`config.mk`:
```
export PLATFORM = sky130hd
export DESIGN_NAME = cal_hu_mac_pipe
export DESIGN_NICKNAME = d
export VERILOG_FILES = /design/src/rtl/cal_hu_mac_pkg.sv /design/src/rtl/cal_hu_mac_mul_core.sv /design/src/rtl/cal_hu_mac_pipe.sv
export SDC_FILE = /design/constraint.sdc
export NUM_CORES = 1
export LEC_CHECK = 0
export CORE_ASPECT_RATIO = 1.2
export CORE_UTILIZATION = 42
export CTS_CLUSTER_SIZE = 24
export DETAILED_ROUTE_END_ITERATION = 8
export DONT_BUFFER_PORTS = 1
export PLACE_DENSITY = 0.52
export RECOVER_POWER = 25
export SLEW_MARGIN = 5
export SYNTH_ARGS = -nofsm -noshare
export SYNTH_HDL_FRONTEND = slang
export SYNTH_HIERARCHICAL = 1
export SYNTH_SLANG_ARGS = --single-unit
export TNS_END_PERCENT = 5
```
`constraint.sdc`:
```
create_clock -name clk -period 7.75 [get_ports clk]
set_input_delay 1.55 -clock clk [delete_from_list [all_inputs] [get_ports clk]]
set_output_delay 1.55 -clock clk [all_outputs]
set_load 0.03 [all_outputs]
```
`src/rtl/cal_hu_mac_pkg.sv`:
```
// ---------------------------------------------------------------------------
// cal_hu_mac_pkg
// Shared definitions for the Hu-moment pipelined multiply-accumulate unit.
//   - NUM_STAGE_MIN / NUM_STAGE_MAX : legal latency range of cal_hu_mac_pipe
//   - MAX_W                         : widest product/accumulator the helpers handle
//   - tag_t                         : per-sample {valid, clr, en} tag carried
//                                     alongside the data through the pipe
//   - ext_to_max()                  : sign/zero extension of a w-bit value
//   - sat_value()                   : clamp value for a w-bit accumulator
// ---------------------------------------------------------------------------
package cal_hu_mac_pkg;

  localparam int NUM_STAGE_MIN = 3;
  localparam int NUM_STAGE_MAX = 8;
  localparam int MAX_W         = 64;

  typedef struct packed {
    logic valid;
    logic clr;
    logic en;
  } tag_t;

  // Extend the low w bits of v to MAX_W bits. Bits at and above w are
  // replaced by the sign bit (sgn=1) or by zeros (sgn=0).
  function automatic logic [MAX_W-1:0] ext_to_max(input logic [MAX_W-1:0] v,
                                                  input int w,
                                                  input logic sgn);
    logic [MAX_W-1:0] r;
    r = v;
    for (int i = 0; i < MAX_W; i++) begin
      if (i >= w) r[i] = sgn & v[w-1];
    end
    return r;
  endfunction

  // Clamp value for a w-bit accumulator: all ones when unsigned, otherwise
  // the most positive (neg=0) or most negative (neg=1) two's complement value.
  function automatic logic [MAX_W-1:0] sat_value(input int w,
                                                 input logic sgn,
                                                 input logic neg);
    logic [MAX_W-1:0] r;
    r = '0;
    for (int i = 0; i < MAX_W; i++) begin
      if (i < w - 1)       r[i] = !sgn || !neg;
      else if (i == w - 1) r[i] = !sgn || neg;
    end
    return r;
  endfunction

endpackage

```
`src/rtl/cal_hu_mac_mul_core.sv`:
```
// ---------------------------------------------------------------------------
// cal_hu_mac_mul_core
// Pipelined multiplier covering register levels 1..NUM_STAGE-1 of the MAC:
//   level 1           : operand and tag capture
//   level 2           : product register
//   levels 3..NS-1    : pure delay of the product
// The per-sample tag travels in lock-step with the data.
// Ports:
//   clk, reset (sync, active high), ce (freezes every register when 0)
//   tag_in/din0/din1 : sample entering the pipe
//   tag_out/prod     : sample leaving level NUM_STAGE-1 (prod = low P_W bits)
// ---------------------------------------------------------------------------
module cal_hu_mac_mul_core
  import cal_hu_mac_pkg::*;
#(
  parameter int A_W       = 8,
  parameter int B_W       = 14,
  parameter int P_W       = 22,
  parameter int NUM_STAGE = 4,
  parameter int A_SIGNED  = 0,
  parameter int B_SIGNED  = 0
) (
  input  logic           clk,
  input  logic           reset,
  input  logic           ce,
  input  tag_t           tag_in,
  input  logic [A_W-1:0] din0,
  input  logic [B_W-1:0] din1,
  output tag_t           tag_out,
  output logic [P_W-1:0] prod
);

  localparam int LAST   = NUM_STAGE - 1;
  localparam int FULL_W = A_W + B_W + 2;
  localparam int MW     = (FULL_W > P_W) ? FULL_W : P_W;

  logic [A_W-1:0] a_q, a_d;
  logic [B_W-1:0] b_q, b_d;
  tag_t           tag_q  [1:LAST];
  tag_t           tag_d  [1:LAST];
  logic [P_W-1:0] prod_q [2:LAST];
  logic [P_W-1:0] prod_d [2:LAST];

  logic signed [A_W:0]  a_x;
  logic signed [B_W:0]  b_x;
  logic signed [MW-1:0] a_m, b_m, full_m;
  logic [P_W-1:0]       mul_res;

  // Both operands become one bit wider and signed: unsigned ones get a zero
  // MSB, signed ones a copy of their sign. The product is then always signed
  // and its low P_W bits are correct for every signedness combination.
  always_comb begin
    a_x     = (A_SIGNED != 0) ? {a_q[A_W-1], a_q} : {1'b0, a_q};
    b_x     = (B_SIGNED != 0) ? {b_q[B_W-1], b_q} : {1'b0, b_q};
    a_m     = MW'(a_x);
    b_m     = MW'(b_x);
    full_m  = a_m * b_m;
    mul_res = full_m[P_W-1:0];
  end

  always_comb begin
    a_d    = a_q;
    b_d    = b_q;
    tag_d  = tag_q;
    prod_d = prod_q;
    if (ce) begin
      a_d      = din0;
      b_d      = din1;
      tag_d[1] = tag_in;
      for (int s = 2; s <= LAST; s++) tag_d[s] = tag_q[s-1];
      prod_d[2] = mul_res;
      for (int s = 3; s <= LAST; s++) prod_d[s] = prod_q[s-1];
    end
  end

  always_ff @(posedge clk) begin
    if (reset) begin
      a_q    <= '0;
      b_q    <= '0;
      tag_q  <= '{default: '0};
      prod_q <= '{default: '0};
    end else begin
      a_q    <= a_d;
      b_q    <= b_d;
      tag_q  <= tag_d;
      prod_q <= prod_d;
    end
  end

  assign tag_out = tag_q[LAST];
  assign prod    = prod_q[LAST];

endmodule

```
`src/rtl/cal_hu_mac_pipe.sv`:
```
// ---------------------------------------------------------------------------
// cal_hu_mac_pipe
// Parametrised pipelined multiply-accumulate unit for the Hu-moment datapath.
// A sample accepted (ce=1) at edge k emerges at edge k+NUM_STAGE-1.
// Ports:
//   clk, reset (sync, active high, independent of ce), ce (clock enable)
//   in_valid, din0[A_W], din1[B_W], acc_clr, acc_en : input sample and tags
//   out_valid : dout/prod/ovf were updated by a valid sample
//   prod[P_W] : product of the emerging sample (held across bubbles)
//   dout[ACC_W]: accumulator value after this edge's update
//   ovf       : sticky overflow, cleared by a valid acc_clr sample or reset
// Build option: define CAL_HU_MAC_SAT_EN to clamp the accumulator on
// overflow instead of wrapping modulo 2^ACC_W.
// ---------------------------------------------------------------------------
module cal_hu_mac_pipe
  import cal_hu_mac_pkg::*;
#(
  parameter int A_W       = 8,
  parameter int B_W       = 14,
  parameter int P_W       = 22,
  parameter int ACC_W     = 32,
  parameter int NUM_STAGE = 4,
  parameter int A_SIGNED  = 0,
  parameter int B_SIGNED  = 0
) (
  input  logic             clk,
  input  logic             reset,
  input  logic             ce,
  input  logic             in_valid,
  input  logic [A_W-1:0]   din0,
  input  logic [B_W-1:0]   din1,
  input  logic             acc_clr,
  input  logic             acc_en,
  output logic             out_valid,
  output logic [P_W-1:0]   prod,
  output logic [ACC_W-1:0] dout,
  output logic             ovf
);

  localparam bit SIGNED_MODE = (A_SIGNED != 0) || (B_SIGNED != 0);

  tag_t           tag_in, tag_s;
  logic [P_W-1:0] prod_s;

  assign tag_in = '{valid: in_valid, clr: acc_clr, en: acc_en};

  cal_hu_mac_mul_core #(
    .A_W      (A_W),
    .B_W      (B_W),
    .P_W      (P_W),
    .NUM_STAGE(NUM_STAGE),
    .A_SIGNED (A_SIGNED),
    .B_SIGNED (B_SIGNED)
  ) u_mul_core (
    .clk    (clk),
    .reset  (reset),
    .ce     (ce),
    .tag_in (tag_in),
    .din0   (din0),
    .din1   (din1),
    .tag_out(tag_s),
    .prod   (prod_s)
  );

  logic [ACC_W-1:0] acc_q, acc_d;
  logic [P_W-1:0]   prod_q, prod_d;
  logic             out_valid_q, out_valid_d;
  logic             ovf_q, ovf_d;

  logic [ACC_W-1:0] prod_ext;
  logic [ACC_W:0]   sum;
  logic             add_ovf;
`ifdef CAL_HU_MAC_SAT_EN
  logic [ACC_W-1:0] sat_val;
`endif

  always_comb begin
    prod_ext = ACC_W'(ext_to_max(MAX_W'(prod_s), P_W, SIGNED_MODE));
    sum      = {1'b0, acc_q} + {1'b0, prod_ext};
    // Signed overflow: both addends share a sign the result does not have.
    if (SIGNED_MODE)
      add_ovf = (acc_q[ACC_W-1] == prod_ext[ACC_W-1]) &&
                (sum[ACC_W-1] != acc_q[ACC_W-1]);
    else
      add_ovf = sum[ACC_W];
`ifdef CAL_HU_MAC_SAT_EN
    // On overflow both addends have the accumulator's sign, so it picks the rail.
    sat_val = ACC_W'(sat_value(ACC_W, SIGNED_MODE, acc_q[ACC_W-1]));
`endif
  end

  always_comb begin
    acc_d       = acc_q;
    prod_d      = prod_q;
    out_valid_d = out_valid_q;
    ovf_d       = ovf_q;
    if (ce) begin
      out_valid_d = tag_s.valid;
      if (tag_s.valid) begin
        prod_d = prod_s;
        if (tag_s.clr) begin
          acc_d = prod_ext;
          ovf_d = 1'b0;
        end else if (tag_s.en) begin
`ifdef CAL_HU_MAC_SAT_EN
          acc_d = add_ovf ? sat_val : sum[ACC_W-1:0];
`else
          acc_d = sum[ACC_W-1:0];
`endif
          ovf_d = ovf_q | add_ovf;
        end else begin
          acc_d = prod_ext;
        end
      end
    end
  end

  always_ff @(posedge clk) begin
    if (reset) begin
      acc_q       <= '0;
      prod_q      <= '0;
      out_valid_q <= 1'b0;
      ovf_q       <= 1'b0;
    end else begin
      acc_q       <= acc_d;
      prod_q      <= prod_d;
      out_valid_q <= out_valid_d;
      ovf_q       <= ovf_d;
    end
  end

  assign out_valid = out_valid_q;
  assign prod      = prod_q;
  assign dout      = acc_q;
  assign ovf       = ovf_q;

endmodule
```
==> impl_metrics.tcl <==
set metrics [dict create \
    rsz0062_at_grt "false" \
    arrival_ps 5230 \
    postCtsSetupRepairBufs 0 \
    first_pass_iters 4 \
    status "finished, final reports clean" \
    leakagePower_nw 4.661 \
    syn_nets 1323 \
    cts_sinks 131 \
    wl_um 22400 \
    finalSetupTns_ps 0 \
    portBuffers 0 \
    overflow 0 \
    cts_hold_buf 0 \
    initial_utilization_pct 42.78 \
    synthFlopType "dfxtp_1" \
    htreeDepth 4 \
    ys_seq_area_share_pct 26.42 \
    cts_root_buf "clkbuf_16" \
    fin_crit_sh_pct 63.52 \
    finalHoldViolCount 0 \
    hpwl_um 16310 \
    drive_above_1_share_pct 4.856 \
    yosysTopAreaCell "dfxtp_1" \
    netlist_area_um2 9927 \
    whs_ps 467.0 \
    utilization_pct 45.49 \
    antenna_found_initial 0 \
    peakVddDrop_v 0.0001462 \
    yosys-top-cells-count "nand2_1, dfxtp_1, inv_1" \
    core_um2 23200 \
    postSynthCellCount 1158 \
    fin_crit_ps 4923 \
    post_drt_wl_per_cell_um 15.70 \
    grt_pass1_vias 7163 \
    io_pins 84 \
    final_antenna_net_count 0 \
    setup_violations 0 \
    relSlewSlack_pct 43.42 \
    critical_path_class "register to register" \
    area_growth_syn_to_layout_pct 6.315 \
    synth-seq-cells 131 \
    max_freq_ghz 0.2031 \
    die-area_um2 24260 \
    drcViolationCount 0 \
    layout.cells.non_filler 1427 \
    synth_enable_flop_cells 0 \
    grt_max_degree 116 \
    drv_cap 0 \
    cts.clk_slew.worst_paths_ps 60 \
    diodes 0 \
    grtUsageTotal_pct 19.42 \
    p_per_area_nw_per_um2 166.6 \
    dp_cells 1395 \
    worst_slew_pin_slew_ps 848.8 \
    synth_top_area_share_pct 26.42 \
    viasPerCell 5.218 \
    netlist_top_cells_area "dfxtp_1, fa_1, ha_1" \
    async_reset_ff_share_pct 0 \
    cts_resized 0 \
    slew_violations 0 \
    cts_tree "yes" \
    yosysMostFrequentCell "nand2_1" \
    rows 61 \
    drtIter0Drc 220 \
    critPathRequiredTime_ps 8060 \
    vias 7446 \
    finalClockSkew_ps 12.55 \
    avgSynthCellArea_um2 8.573 \
    gp_congestion 0.8387 \
    fp.dieW_um 142.3 \
    die_y_um 170.4 \
    clk_latency_ps 430 \
    cp-start-kind "register" \
    grt_pass1_wl_um 37320 \
    min_path_type "register to register" \
    nets 1264 \
    path_max_fanout 15 \
    yosysUniqueCellTypes 69 \
    cts_buffers 17 \
    fin_total_pwr_mw 1.759 \
    yosysWarningCount 6 \
    worst_setup_path_end_kind "register" \
    clk_path_buf_depth 2 \
]
==> power by group <==
part           internal [mW]  switching (mW)
logic                 0.0666          0.0830
clock network          0.551           0.334
registers              0.692          0.0320
total                   1.31           0.449
==> final cells by class <==
cell class,count,area (um2)
fill,2367,12650
multi-input combinational,838,6470
sequential,131,2623
clock buffer,18,439.2
inverter,108,405.4
tap,315,394.1
clock inverter,14,200.2
timing repair buffer,3,22.52
==> cell usage in the layout (no fill, tap or decap), types with 22 or more instances in the layout <==
cell type / n
nor2_1: 101
o21ai_0: 26
nand3_1: 22
fa_1: 73
and2_1: 75
dfxtp_1: 131
a21o_1: 23
inv_1: 108
a21oi_1: 72
mux2i_1: 59
ha_1: 64
nand2_1: 145
==> kinds of logic (layout without fill, tap and decap cells) <==
group	after synthesis	in the layout	synth area share (%)
adders and majority gates	137	137	22.79
DFF	131	131	26.42
xor gates and xnor gates	25	25	2.206
buffers and inverters	189	143	8.407
and+or+nand+nor	405	405	19.25
AOI/OAI and AO/OA	211	211	14.87
muxes	60	60	6.063
==> per-stage QoR <==
stage               setup slack, ps  instance area, um2
floorplan                      3274                9927
global placement               2900                9915
detailed placement             2863                9915
CTS                            2845               10550
global route                   2540               10550
finish                         2827               10550
==> flip-flops by register name, summed over array words and instances, names as in the netlist <==
register and cells:
dout 32, out_valid 1, ovf 1, prod 22, u_mul_core/a_q 8, u_mul_core/b_q 14, u_mul_core/prod 22, u_mul_core/prod_q 22
u_mul_core/tag_out 3, u_mul_core/tag_q 6
==> worst max-delay path, cell delays in order (launching register included) <==
cell and delay, ps:
dfxtp_1 620, nand2_1 150, fa_1 530, fa_1 540
inv_1 50, fa_1 530, inv_1 50, fa_1 520
inv_1 40, ha_1 360, a21o_1 240, a31oi_1 360
a21oi_1 170, o21ai_1 200, a2111oi_0 120, a311o_1 310
==> final timing paths <==
kind,start,to,slack (ps),cells past startpoint
min,u_mul_core/prod_q[32]$_SDFFE_PP0P_,u_mul_core/prod_q[32]$_SDFFE_PP0P_,470,2
max,u_mul_core/a_q[7]$_SDFFE_PP0P_,u_mul_core/prod_q[36]$_SDFFE_PP0P_,2830,15
max reg2reg,u_mul_core/a_q[7]$_SDFFE_PP0P_,u_mul_core/prod_q[36]$_SDFFE_PP0P_,2830,15
min reg2reg,u_mul_core/prod_q[32]$_SDFFE_PP0P_,u_mul_core/prod_q[32]$_SDFFE_PP0P_,470,2
==> routing by layer <==
metal	part of all wire (%)	global-route usage (%)	vias up
met5	0	0	-
met4	1.3	6.218	0
met3	3.9	4.080	22
met2	47	32.35	126
met1	48	24.95	3546
li1	-	-	3752
Power figures use the tool's default switching activity.
